### config.mk
export PLATFORM = sky130hd
export DESIGN_NAME = qam_demap_sequencer_flat
export DESIGN_NICKNAME = d
export VERILOG_FILES = /design/src/rtl/qam_demap_sequencer_if.sv /design/src/rtl/qam_demap_sequencer.sv /design/src/flat_wrapper.sv
export SDC_FILE = /design/constraint.sdc
export NUM_CORES = 1
export LEC_CHECK = 0
export CAP_MARGIN = 20
export CORE_UTILIZATION = 59
export DETAILED_ROUTE_END_ITERATION = 8
export HOLD_SLACK_MARGIN = 0.15
export PLACE_DENSITY = 0.89
export SLEW_MARGIN = 30
export SYNTH_ARGS = -nofsm -noshare
export SYNTH_HDL_FRONTEND = slang
export SYNTH_SLANG_ARGS = --single-unit
### constraint.sdc
create_clock -name symbol_clock -period 3.83 [get_ports symbol_clock]
set_input_delay 0.9575 -clock symbol_clock [delete_from_list [all_inputs] [get_ports symbol_clock]]
set_output_delay 0.9575 -clock symbol_clock [all_outputs]
set_load 0.02 [all_outputs]
### src/rtl/qam_demap_sequencer_if.sv
// rtl/qam_demap_sequencer_if.sv - byte output stream between the demap sequencer and the output stage
interface qam_demap_sequencer_if;
    logic [7:0] byte_data;
    logic       byte_valid;
    logic       byte_ready;

    modport master (
        output byte_data,
        output byte_valid,
        input  byte_ready
    );

    modport slave (
        input  byte_data,
        input  byte_valid,
        output byte_ready
    );
endinterface

### src/rtl/qam_demap_sequencer.sv
// rtl/qam_demap_sequencer.sv - 16QAM demapper controller: DC-offset calibration and symbol-to-byte packing
module qam_demap_sequencer #(
    parameter int CAL_LOG2 = 4
) (
    input  logic                  symbol_clock,
    input  logic                  rst,
    input  logic                  en,
    input  logic                  cal,
    input  logic signed [7:0]     I_in,
    input  logic signed [7:0]     Q_in,
    input  logic [3:0]            sym_in,
    output logic signed [7:0]     offset_i,
    output logic signed [7:0]     offset_q,
    output logic                  latch_offset,
    output logic                  overflow,
    output logic [1:0]            state,
    qam_demap_sequencer_if.master byte_if
);
    localparam int AW = 8 + CAL_LOG2;

    typedef enum logic [1:0] {
        IDLE = 2'd0,
        CAL  = 2'd1,
        RUN  = 2'd2
    } state_t;

    state_t                state_q, state_d;
    logic signed [AW-1:0]  acc_i_q, acc_i_d, acc_q_q, acc_q_d;
    logic [CAL_LOG2-1:0]   cnt_q, cnt_d;
    logic signed [7:0]     offset_i_q, offset_i_d, offset_q_q, offset_q_d;
    logic                  latch_q, latch_d;
    logic                  phase_q, phase_d;
    logic [3:0]            hi_q, hi_d;
    logic [7:0]            head_q, head_d, tail_q, tail_d;
    logic [1:0]            fill_q, fill_d;
    logic                  overflow_q, overflow_d;

    logic                  cal_entry, capture, push, pop;
    logic signed [AW-1:0]  ext_i, ext_q, sum_i, sum_q, shr_i, shr_q;
    logic [7:0]            new_byte;

    always_comb begin
        state_d   = state_q;
        cal_entry = 1'b0;
        capture   = 1'b0;
        case (state_q)
            IDLE: begin
                if (cal) begin
                    state_d   = CAL;
                    cal_entry = 1'b1;
                end else if (en) begin
                    state_d = RUN;
                end
            end
            CAL: begin
                if (&cnt_q) state_d = IDLE;
            end
            RUN: begin
                if (cal) begin
                    state_d   = CAL;
                    cal_entry = 1'b1;
                end else if (!en) begin
                    state_d = IDLE;
                end else begin
                    capture = 1'b1;
                end
            end
            default: state_d = IDLE;
        endcase
    end

    // Accumulators are AW bits wide, so 2^CAL_LOG2 signed 8-bit samples cannot overflow.
    always_comb begin
        ext_i      = {{CAL_LOG2{I_in[7]}}, I_in};
        ext_q      = {{CAL_LOG2{Q_in[7]}}, Q_in};
        sum_i      = acc_i_q + ext_i;
        sum_q      = acc_q_q + ext_q;
        shr_i      = sum_i >>> CAL_LOG2;
        shr_q      = sum_q >>> CAL_LOG2;
        acc_i_d    = acc_i_q;
        acc_q_d    = acc_q_q;
        cnt_d      = cnt_q;
        offset_i_d = offset_i_q;
        offset_q_d = offset_q_q;
        latch_d    = 1'b0;
        if (cal_entry) begin
            acc_i_d = '0;
            acc_q_d = '0;
            cnt_d   = '0;
        end else if (state_q == CAL) begin
            acc_i_d = sum_i;
            acc_q_d = sum_q;
            cnt_d   = cnt_q + {{(CAL_LOG2-1){1'b0}}, 1'b1};
            if (&cnt_q) begin
                offset_i_d = shr_i[7:0];
                offset_q_d = shr_q[7:0];
                latch_d    = 1'b1;
            end
        end
    end

    // Capture only on edges that keep us in RUN, so an exit never completes a byte.
    always_comb begin
        phase_d    = capture ? ~phase_q : 1'b0;
        hi_d       = (capture && !phase_q) ? sym_in : hi_q;
        new_byte   = {hi_q, sym_in};
        push       = capture && phase_q;
        pop        = (fill_q != 2'd0) && byte_if.byte_ready;
        head_d     = head_q;
        tail_d     = tail_q;
        fill_d     = fill_q;
        overflow_d = overflow_q;
        if (push && pop) begin
            if (fill_q == 2'd2) begin
                head_d = tail_q;
                tail_d = new_byte;
            end else begin
                head_d = new_byte;
            end
        end else if (pop) begin
            head_d = tail_q;
            fill_d = fill_q - 2'd1;
        end else if (push) begin
            case (fill_q)
                2'd0: begin
                    head_d = new_byte;
                    fill_d = 2'd1;
                end
                2'd1: begin
                    tail_d = new_byte;
                    fill_d = 2'd2;
                end
                default: overflow_d = 1'b1;
            endcase
        end
        if (cal_entry) overflow_d = 1'b0;
    end

    always_ff @(posedge symbol_clock) begin
        if (rst) begin
            state_q    <= IDLE;
            acc_i_q    <= '0;
            acc_q_q    <= '0;
            cnt_q      <= '0;
            offset_i_q <= '0;
            offset_q_q <= '0;
            latch_q    <= 1'b0;
            phase_q    <= 1'b0;
            hi_q       <= '0;
            head_q     <= '0;
            tail_q     <= '0;
            fill_q     <= '0;
            overflow_q <= 1'b0;
        end else begin
            state_q    <= state_d;
            acc_i_q    <= acc_i_d;
            acc_q_q    <= acc_q_d;
            cnt_q      <= cnt_d;
            offset_i_q <= offset_i_d;
            offset_q_q <= offset_q_d;
            latch_q    <= latch_d;
            phase_q    <= phase_d;
            hi_q       <= hi_d;
            head_q     <= head_d;
            tail_q     <= tail_d;
            fill_q     <= fill_d;
            overflow_q <= overflow_d;
        end
    end

    assign offset_i           = offset_i_q;
    assign offset_q           = offset_q_q;
    assign latch_offset       = latch_q;
    assign overflow           = overflow_q;
    assign state              = state_q;
    assign byte_if.byte_data  = head_q;
    assign byte_if.byte_valid = (fill_q != 2'd0);
endmodule
### src/flat_wrapper.sv
// flat-port wrapper written by rule: the top's interface ports become plain ports
module qam_demap_sequencer_flat 
#(
    parameter int CAL_LOG2 = 4
)
  (symbol_clock, rst, en, cal, I_in, Q_in, sym_in, offset_i, offset_q, latch_offset, overflow, state, byte_if_byte_data, byte_if_byte_valid, byte_if_byte_ready);
  qam_demap_sequencer_if byte_if_i ();
  input  logic symbol_clock;
  input  logic rst;
  input  logic en;
  input  logic cal;
  input  logic signed [7:0] I_in;
  input  logic signed [7:0] Q_in;
  input  logic [3:0] sym_in;
  output logic signed [7:0] offset_i;
  output logic signed [7:0] offset_q;
  output logic latch_offset;
  output logic overflow;
  output logic [1:0] state;
  output wire logic [$bits(byte_if_i.byte_data)-1:0] byte_if_byte_data;
  output wire logic [$bits(byte_if_i.byte_valid)-1:0] byte_if_byte_valid;
  input wire logic [$bits(byte_if_i.byte_ready)-1:0] byte_if_byte_ready;
  assign byte_if_byte_data = byte_if_i.byte_data;
  assign byte_if_byte_valid = byte_if_i.byte_valid;
  assign byte_if_i.byte_ready = byte_if_byte_ready;
  qam_demap_sequencer #(.CAL_LOG2(CAL_LOG2)) u_core (.symbol_clock(symbol_clock), .rst(rst), .en(en), .cal(cal), .I_in(I_in), .Q_in(Q_in), .sym_in(sym_in), .offset_i(offset_i), .offset_q(offset_q), .latch_offset(latch_offset), .overflow(overflow), .state(state), .byte_if(byte_if_i));
endmodule
* Word level (Yosys, flattened, before mapping)
Cells that the tools add are included.
Operators by class: add/subtract/negate cells 4, equality and inequality tests 9, muxes and demuxes 25, bitwise logic cells 7, reductions and logical operators 26
Operator list (number):
- $mux W8 | 10
- $add A12 B8 Y12 | 2
- $mux W2 | 7
- $reduce_and A4 Y1 | 3
- $reduce_bool A3 Y1 | 3
- $reduce_bool A2 Y1 | 4
- $reduce_or A2 Y1 | 4
- $not A1 Y1 | 7
- $mux W1 | 6
- $ne A2 B2 Y1 const B | 3
- $ne A3 B3 Y1 const B | 2
- $pmux W2 S3 | 1
- $reduce_and A3 Y1 | 2
- $reduce_and A6 Y1 | 1
- $add A4 B1 Y4 const B | 1
- $eq A2 B1 Y1 const B | 2
- $eq A2 B2 Y1 const B | 2
- $logic_and A1 B1 Y1 | 4
- $logic_not A2 Y1 | 2
- $pmux W2 S2 | 1
- $reduce_or A3 Y1 | 1
- $reduce_and A2 Y1 | 1
- $sub A2 B1 Y2 const B | 1
- $logic_not A1 Y1 | 1
Word-level totals: bits in registers 71, input port bits 25, output and inout port bits 29, logic and storage cells 84

* Longest topological paths before layout
Gate-level depths: netlist of the first run.
depth in word-level cells 7, mapped depth 9, mapped depth without buffers 8

* Worst setup path before layout of the first run
Ideal clock, no wire load.
path kind input to register, start point input port I_in[0], end point register u_core.acc_i_q[8], setup time 0.137 ns, arrival time 2.610 ns, data required time 3.693 ns, setup slack 1.083 ns, stages on the path 8, buffers on the path 0, cell sequence ha_1 > fa_1 > a21o_1 > a211oi_2 > o21bai_1 > o31ai_1 > xor2_1 > a211oi_1
Between the ends: word-level cells in the longest chain between the ends 1
RTL lines:
- start: declaration | line flat_wrapper.sv:12 | input logic signed [7:0] I_in;
- $add A12 B8 Y12 | line qam_demap_sequencer.sv:76 | sum_i = acc_i_q + ext_i;
- end signal: assignment | line qam_demap_sequencer.sv:156 | acc_i_q <= acc_i_d;
- end: declaration | line qam_demap_sequencer.sv:28 | logic signed [AW-1:0] acc_i_q, acc_i_d, acc_q_q, acc_q_d;
No other way between the ends. A chain may end at the register's enable or synchronous reset.

* Worst setup path after layout of the first run
start point input port Q_in[7], end point register u_core.acc_q_q[11]
Between the ends: word-level cells in the longest chain between the ends 1
RTL lines:
- start: declaration | line flat_wrapper.sv:13 | input logic signed [7:0] Q_in;
- $add A12 B8 Y12 | line qam_demap_sequencer.sv:77 | sum_q = acc_q_q + ext_q;
- end signal: assignment | line qam_demap_sequencer.sv:157 | acc_q_q <= acc_q_d;
- end: declaration | line qam_demap_sequencer.sv:28
No other way between the ends.

==> results.rst, run 1 <==
.. list-table::
   :header-rows: 1

   * - Metric
     - Value
   * - Share of cell area taken by muxes after synthesis
     - 4.974%
   * - Sw frac
     - 28.82%
   * - Worst slack after detailed placement
     - 0.3176 ns
   * - Clock tree from TritonCTS
     - done
   * - Final total negative setup slack
     - 0 ns
   * - Adder-cell share of the synthesized area
     - 9.555%
   * - Critical path required time
     - 4.05 ns
   * - Number of vias after detailed routing
     - 3433
   * - Share of synthesized cell area in and, or, nand and nor gates
     - 18.32%
   * - Half-perimeter wire length after placement
     - 5853 um
   * - Main flop type after synthesis
     - sky130_fd_sc_hd__dfxtp_1
   * - Final hold vios
     - 0
   * - Max_slew headroom
     - 57.86%
   * - Arrival time at the worst endpoint
     - 3.48 ns
   * - Cells after synthesis
     - 448
   * - Clock Root Buffer
     - sky130_fd_sc_hd__clkbuf_8
   * - FP Rows
     - 28
   * - Number of cells traversed by the worst register-to-register path
     - 8
   * - GRT Resource Usage Total
     - 28.64%
   * - Die Span Y
     - 82.51 um
   * - Most instantiated cells after synthesis
     - sky130_fd_sc_hd__dfxtp_1 (71), sky130_fd_sc_hd__nand2_1 (67), sky130_fd_sc_hd__nor2_1 (59)
   * - Type of the worst setup path
     - in -> reg
   * - Kind of end point of the critical path
     - flip-flop
   * - FFs w/ async S/R, synth
     - 0%
   * - Highest net fanout along the worst path
     - 10
   * - Int Power
     - 1.275 mW
   * - Cts hold-fix bufs
     - 0
   * - EDFF count, synth
     - 0
   * - Floorplan Core Area
     - 6096 sq um
   * - Period Utilization, post-route
     - 84.99%
   * - Ratio of cells with drive above 1 in the final layout
     - 7.171%
   * - Initial drt markers
     - 226
   * - Via/cell ratio
     - 5.950
   * - Number of sinks handled by clock tree synthesis
     - 71
   * - Finish-stage setup viols
     - 0
   * - Startpoint type of the worst setup path
     - input pin
   * - Area fraction in compound gates after synthesis
     - 20.12%
   * - Total inserted antenna cells
     - 0
   * - Number of filler instances in the final layout
     - 429
   * - Number of antenna violations at the first check in global routing
     - 0
   * - Dominant combinational cell family by area after synthesis
     - compound AO/OA/AOI/OAI gates
   * - Horiz. Die Dim
     - 82.51 um
   * - Power Density
     - 388.5 nW/um^2
   * - Post-synthesis cell type count
     - 55
   * - Number of pins with negative max-slew slack in the final report
     - 0
   * - Sw power
     - 0.5161 mW
   * - Share of total power in the clock network
     - 37.2%
   * - Maximum VDD drop
     - 0.2398 mV
   * - Pin count of the biggest net entering global routing
     - 44
   * - Status
     - complete, no violations
   * - Reg area
     - 1421 sq um
   * - Final antenna-violating net count
     - 0
   * - Setup repair after global routing missed its margin
     - false
   * - Total routed wirelength
     - 9081 um
   * - Final net count
     - 550
   * - Ports
     - 54
   * - Post-synthesis xor/xnor area fraction
     - 6.446%
   * - Synthesis Warnings
     - 0
   * - Instance count along the most critical hold path
     - 2
   * - Area of the multi-input gates
     - 2275 sq um
   * - Average cell area after synthesis
     - 8.535 sq um
   * - Area fraction of the dominant cell type after synthesis
     - 37.17%
   * - Inserted Clock Buffers
     - 9
   * - Routed length per instance
     - 15.74 um
   * - Final WS setup
     - 0.5749 ns
   * - Relative contribution of sequential cells to total power
     - 43.5%
   * - Register area share after synthesis
     - 37.17%
   * - Vias in the first global route
     - 3294
   * - Wire length of the first global-routing pass
     - 14630 um
   * - Total overflow reported by the global router
     - 0
   * - Initial cell density of the core
     - 62.73%
   * - Reported max-cap violation count
     - 0
   * - Max H-tree Level
     - 3
   * - Worst Tran Pin Value
     - 0.6298 ns
   * - Comb power frac
     - 19.3%
   * - Count of instances resized after the clock tree is built
     - 0
   * - Most frequently used cell type in the post-synthesis netlist
     - sky130_fd_sc_hd__dfxtp_1
   * - Max Clock Skew
     - 0.01157 ns
   * - Routability cong.
     - 0.8776
   * - Most area-consuming cells after synthesis
     - sky130_fd_sc_hd__dfxtp_1 (37%), sky130_fd_sc_hd__ha_1 (8.5%), sky130_fd_sc_hd__a21oi_1 (6.7%)
   * - Insertion delay of the later-clocked pin in the worst-skew pair
     - 0.35 ns
   * - Max clock buf depth
     - 2
   * - Clock-pin slew reported for the worst setup and hold paths after clock tree synthesis
     - 0.08 ns
   * - Post-Syn Area
     - 3824 sq um
   * - Clock period minus worst slack
     - 3.255 ns
   * - Count of buffers added by post-CTS timing repair for setup
     - 0
   * - Worst hold path type
     - reg -> reg
   * - Leak pwr
     - 1.751 nW
   * - Die outline area
     - 6807 sq um
   * - Dominant cell type by area after synthesis
     - sky130_fd_sc_hd__dfxtp_1
   * - First-pass detailed-route iteration total
     - 7
   * - #FFs+latches synth
     - 71
   * - Buffers added on ports
     - 53
   * - Post-Route Utilization
     - 75.64%
   * - Achievable Freq
     - 0.3072 GHz
   * - Post-synthesis net count
     - 501
   * - Growth of design area from synthesis to finish
     - 20.58%
   * - Post-route DRC violation count
     - 0
[sequential cells by signal (all words and copies together) (netlist names)]
register / cells
u_core.byte_if.byte_data: 8
u_core.offset_i: 8
u_core.tail_q: 8
u_core.cnt_q: 4
u_core.acc_q_q: 12
u_core.overflow: 1
u_core.offset_q: 8
u_core.fill_q: 2
u_core.state: 2
u_core.latch_offset: 1
u_core.acc_i_q: 12
u_core.hi_q: 4
u_core.phase_q: 1
[final timing paths]
path | startpoint | slack [ns] | endpoint
min | u_core.offset_i[0]$_SDFFE_PP0P_ | 0.46 | u_core.offset_i[0]$_SDFFE_PP0P_
max reg2reg | u_core.acc_i_q[0]$_SDFFE_PP0N_ | 1.50 | u_core.offset_i[4]$_SDFFE_PP0P_
max | Q_in[7] | 0.57 | u_core.acc_q_q[11]$_SDFFE_PP0N_
min reg2reg | u_core.offset_i[0]$_SDFFE_PP0P_ | 0.46 | u_core.offset_i[0]$_SDFFE_PP0P_
[cell families (layout without fill, tap and decap cells)]
group | Yosys count | count (layout)
simple gates | 160 | 160
compound gates | 116 | 116
flops | 71 | 71
buf+inv | 29 | 83
fa+ha+maj | 28 | 28
xor+xnor | 25 | 25
mux | 19 | 19
[power by group through the flow]
stage	sequential [mW]	combinational (mW)	clock, mW
after CTS	0.779	0.338	0.668
final	0.779	0.345	0.667
after global routing	0.782	0.376	0.710
after global placement	0.795	0.320	0
after floorplan	0.801	0.229	0
after detailed placement	0.796	0.331	0
[cell usage in the layout, fill, tap and decap left out, types with 4 or more instances in the layout]
cell type and n:
sky130_fd_sc_hd__mux2i_1 19, sky130_fd_sc_hd__dfxtp_1 71, sky130_fd_sc_hd__inv_1 10, sky130_fd_sc_hd__a211oi_1 9, sky130_fd_sc_hd__ha_1 26, sky130_fd_sc_hd__a21o_1 9, sky130_fd_sc_hd__nand3_1 4, sky130_fd_sc_hd__a221oi_1 4
sky130_fd_sc_hd__clkdlybuf4s50_1 53, sky130_fd_sc_hd__nand2_1 67, sky130_fd_sc_hd__nor3_1 5, sky130_fd_sc_hd__clkbuf_8 9, sky130_fd_sc_hd__o21ai_0 13, sky130_fd_sc_hd__xor2_1 9, sky130_fd_sc_hd__a21oi_1 51, sky130_fd_sc_hd__xnor2_1 14
sky130_fd_sc_hd__nor2_1 59
[per-stage QoR]
stage / total power, mW / area [sq um] / std cells / hold slack (ns)
6_report: 1.791 / 4611 / 577 / 0.4611
5_1_grt: 1.867 / 4611 / 577 / 0.4817
4_1_cts: 1.785 / 4599 / 576 / 0.4623
3_5_place_dp: 1.127 / 4380 / 560 / 0.4499
3_3_place_gp: 1.115 / 4380 / 560 / 0.4440
2_1_floorplan: 1.030 / 3824 / 448 / 0.4356
[critical path: stages]
cell	delay, ns
sky130_fd_sc_hd__clkdlybuf4s50_1	0.72
sky130_fd_sc_hd__ha_1	0.35
sky130_fd_sc_hd__o21ai_0	0.51
sky130_fd_sc_hd__nor3_1	0.08
sky130_fd_sc_hd__a2111oi_0	0.47
sky130_fd_sc_hd__a31oi_1	0.18
sky130_fd_sc_hd__xnor2_1	0.15
sky130_fd_sc_hd__nor2_1	0.05
[metal layers]
| metal | GRT usage [%] | up-vias | part of all wire (%) |
|---|---|---|---|
| met5 | 0 | - | 0 |
| met4 | 12.76 | 0 | 2.4 |
| met3 | 7.692 | 31 | 6.6 |
| met2 | 48.84 | 136 | 49 |
| met1 | 33.61 | 1599 | 42 |
| li1 | - | 1667 | - |
[layout make-up]
type                    count  area share (%)
multi-input cells         348           49.34
flip-flops and latches     71           30.83
repair buffers             57           12.24
clock buffers               9           2.687
clock inverters             7           2.062
well taps                  75           2.035
inverters                  10          0.8141
(Power assumes the default switching activity.)
==> run 2, diff against run 1 <==
--- a/config.mk
+++ b/config.mk
@@ -6,10 +6,10 @@
 export NUM_CORES = 1
 export LEC_CHECK = 0
 export CAP_MARGIN = 20
-export CORE_UTILIZATION = 59
+export CORE_UTILIZATION = 49
 export DETAILED_ROUTE_END_ITERATION = 8
 export HOLD_SLACK_MARGIN = 0.15
-export PLACE_DENSITY = 0.89
+export PLACE_DENSITY = 0.8
 export SLEW_MARGIN = 30
 export SYNTH_ARGS = -nofsm -noshare
 export SYNTH_HDL_FRONTEND = slang
==> constraint.sdc (replaced) <==
create_clock -name symbol_clock -period 2.8 [get_ports symbol_clock]
set_input_delay 0.7 -clock symbol_clock [delete_from_list [all_inputs] [get_ports symbol_clock]]
set_output_delay 0.7 -clock symbol_clock [all_outputs]
set_load 0.02 [all_outputs]
==> run 2 against run 1 <==
  * First-iteration DRC count down 27%
  * Clock skew down 0.0021 ns
  * Wire length down 2.4%
  * Clock-buffer cell count up 2
  * Setup slack worse by 0.42 ns
  * Register-to-register slack worse by 0.87 ns
  * Sequential power up 37%
  * Largest power group unchanged
  * Die area up 20%
  * Final area up 6.1%
  * Total power up 40%
  * Cell count up 9.4%
  * Combinational power up 46%
==> results.rst, run 2 (synthesized netlist as in run 1, its figures left out) <==
.. list-table::
   :header-rows: 1

   * - Metric
     - Value
   * - Critical path required time
     - 3.01 ns (-1.04 ns)
   * - Instance count along the most critical hold path
     - 2 (unchanged)
   * - Via/cell ratio
     - 5.434 (-8.7%)
   * - Power Density
     - 512.6 nW/um^2 (+32%)
   * - Status
     - complete, no violations
   * - Final net count
     - 580 (+5.5%)
   * - Achievable Freq
     - 0.3785 GHz
   * - First-pass detailed-route iteration total
     - 4 (-3)
   * - GRT Resource Usage Total
     - 23.11% (-5.5 points)
   * - Total overflow reported by the global router
     - 0 (unchanged)
   * - Clock-pin slew reported for the worst setup and hold paths after clock tree synthesis
     - 0.07 ns (about the same)
   * - Growth of design area from synthesis to finish
     - 27.91%
   * - Number of vias after detailed routing
     - 3429 (-0.12%)
   * - Area after DPL
     - 4643 sq um (+6.0%)
   * - Count of buffers added by post-CTS timing repair for setup
     - 0 (unchanged)
   * - Maximum VDD drop
     - 0.3246 mV (+35%)
   * - Initial cell density of the core
     - 51.61% (-11 points)
   * - Max Clock Skew
     - 0.009447 ns (-0.002127 ns)
   * - Startpoint type of the worst setup path
     - input pin
   * - Finish-stage setup viols
     - 0 (unchanged)
   * - Ratio of cells with drive above 1 in the final layout
     - 13.16% (+6.0 points)
   * - Max clock buf depth
     - 2 (unchanged)
   * - Highest net fanout along the worst path
     - 2 (-8)
   * - Reported max-cap violation count
     - 0 (unchanged)
   * - Floorplan Core Area
     - 7408 sq um (+22%)
   * - Wire length of the first global-routing pass
     - 15370 um (+5.0%)
   * - Die outline area
     - 8160 sq um (+20%)
   * - Max H-tree Level
     - 3 (unchanged)
   * - Post-Route Utilization
     - 66.02% (-9.6 points)
   * - Insertion delay of the later-clocked pin in the worst-skew pair
     - 0.35 ns (about the same)
   * - Total routed wirelength
     - 8862 um (-2.4%)
   * - Inserted Clock Buffers
     - 9 (unchanged)
   * - Final hold vios
     - 0 (unchanged)
   * - Leading cell type in the layout, fill and taps excluded
     - sky130_fd_sc_hd__dfxtp_1
   * - Clock tree from TritonCTS
     - done
   * - Finished layout cell area
     - 4891 sq um (+6.1%)
   * - Worst Tran Pin Value
     - 0.6505 ns (+0.02069 ns)
   * - Vias in the first global route
     - 3471 (+5.4%)
   * - Regs by FF count
     - u_core.acc_i_q x12, u_core.acc_q_q x12
   * - Buffers added on ports
     - 53 (unchanged)
   * - Clock Root Buffer
     - sky130_fd_sc_hd__clkbuf_8
   * - Clock period minus worst slack
     - 2.642 ns
   * - Routability cong.
     - 0.8800 (+0.27%)
   * - Worst hold path type
     - reg -> reg
   * - Max_slew headroom
     - 56.63% (-1.2 points)
   * - Total inserted antenna cells
     - 0 (unchanged)
   * - Horiz. Die Dim
     - 90.34 um (+9.5%)
   * - Arrival time at the worst endpoint
     - 2.85 ns (-0.63 ns)
   * - Final antenna-violating net count
     - 0 (unchanged)
   * - Number of sinks handled by clock tree synthesis
     - 71 (unchanged)
   * - Overall power after layout
     - 2.507 mW (+40%)
   * - Half-perimeter wire length after placement
     - 6477 um (+11%)
   * - Number of pins with negative max-slew slack in the final report
     - 0 (unchanged)
   * - Leak pwr
     - 1.903 nW (+8.7%)
   * - Period Utilization, post-route
     - 94.37%
   * - Initial drt markers
     - 165 (-27%)
   * - Die Span Y
     - 90.34 um (+9.5%)
   * - Pin count of the biggest net entering global routing
     - 44 (unchanged)
   * - Setup repair after global routing missed its margin
     - false
   * - Final total negative setup slack
     - 0 ns (unchanged)
   * - Number of antenna violations at the first check in global routing
     - 0 (unchanged)
   * - Most used cells in the layout excluding fill and tap cells
     - sky130_fd_sc_hd__dfxtp_1 (71), sky130_fd_sc_hd__nand2_1 (67), sky130_fd_sc_hd__nor2_1 (59)
   * - Type of the worst setup path
     - in -> reg
   * - Post-route DRC violation count
     - 0 (unchanged)
   * - Kind of end point of the critical path
     - flip-flop
   * - Number of cells traversed by the worst register-to-register path
     - 8 (unchanged)
   * - FP Rows
     - 31 (+11%)
   * - Ports
     - 54 (unchanged)
   * - Routed length per instance
     - 14.04 um (-11%)
==> run 2: per-layer routing <==
layer | global-route usage [%] | vias to the layer above | routed length, um
met2 | 40.65 | 81 | 4357
met3 | 5.219 | 18 | 370
li1 | - | 1729 | -
met4 | 7.661 | 0 | 182
met1 | 27.75 | 1601 | 3952
met5 | 0 | - | 0
==> run 2: cell type report <==
type                       count  area (sq um)
clock inverter                 5         80.08
tap                           99         123.9
sequential                    71          1421
fill                         602          2517
inverter                      10         37.54
timing repair buffer          87         785.8
clock buffer                  11         151.4
multi-input combinational    348          2291
==> run 2: worst paths after layout <==
path / from / endpoint / slack [ns]
min reg2reg: u_core.acc_q_q[0]$_SDFFE_PP0N_ / u_core.acc_q_q[0]$_SDFFE_PP0N_ / 0.46
max reg2reg: u_core.acc_i_q[0]$_SDFFE_PP0N_ / u_core.acc_i_q[8]$_SDFFE_PP0N_ / 0.63
min: u_core.acc_q_q[0]$_SDFFE_PP0N_ / u_core.acc_q_q[0]$_SDFFE_PP0N_ / 0.46
max: I_in[0] / u_core.acc_i_q[8]$_SDFFE_PP0N_ / 0.16
==> run 2: power by group <==
group | total [mW] | switching [mW] | internal, mW | leakage [nW]
clock network | 0.939 | 0.390 | 0.549 | 0.112
logic | 0.503 | 0.274 | 0.229 | 1.22
registers | 1.07 | 0.0229 | 1.04 | 0.574
total | 2.51 | 0.687 | 1.82 | 1.90
==> run 2: worst max-delay path: stages <==
cell and delay, ns:
sky130_fd_sc_hd__clkdlybuf4s50_1 0.40, sky130_fd_sc_hd__ha_1 0.23, sky130_fd_sc_hd__fa_2 0.35, sky130_fd_sc_hd__a21o_1 0.19, sky130_fd_sc_hd__a211oi_2 0.27, sky130_fd_sc_hd__o21bai_2 0.13
sky130_fd_sc_hd__o31ai_2 0.20, sky130_fd_sc_hd__xor2_1 0.26, sky130_fd_sc_hd__a211oi_1 0.12
==> run 2: metrics by stage <==
step | std cells | hold slack (ns) | worst slack (ns)
after detailed placement | 615 | 0.4485 | -0.2555
final | 631 | 0.4589 | 0.1578
after CTS | 631 | 0.4623 | 0.08142
after global placement | 615 | 0.4440 | -0.1795
after global routing | 631 | 0.4842 | 0.02287
after floorplan | 448 | 0.4356 | 0.3104
==> run 2: timing repair <==
action                     in CTS  in global routing
setup endpoints to repair       0                  2
hold buffers                    0                  0
resized for setup               0                  4
==> run 3, diff against run 2 <==
--- a/config.mk
+++ b/config.mk
@@ -7,6 +7,7 @@
 export LEC_CHECK = 0
 export CAP_MARGIN = 20
 export CORE_UTILIZATION = 49
+export CTS_CLUSTER_SIZE = 14
 export DETAILED_ROUTE_END_ITERATION = 8
 export HOLD_SLACK_MARGIN = 0.15
 export PLACE_DENSITY = 0.8
==> results of run 3 <==
Final layout, timing and power as in run 2 (identical DEF).
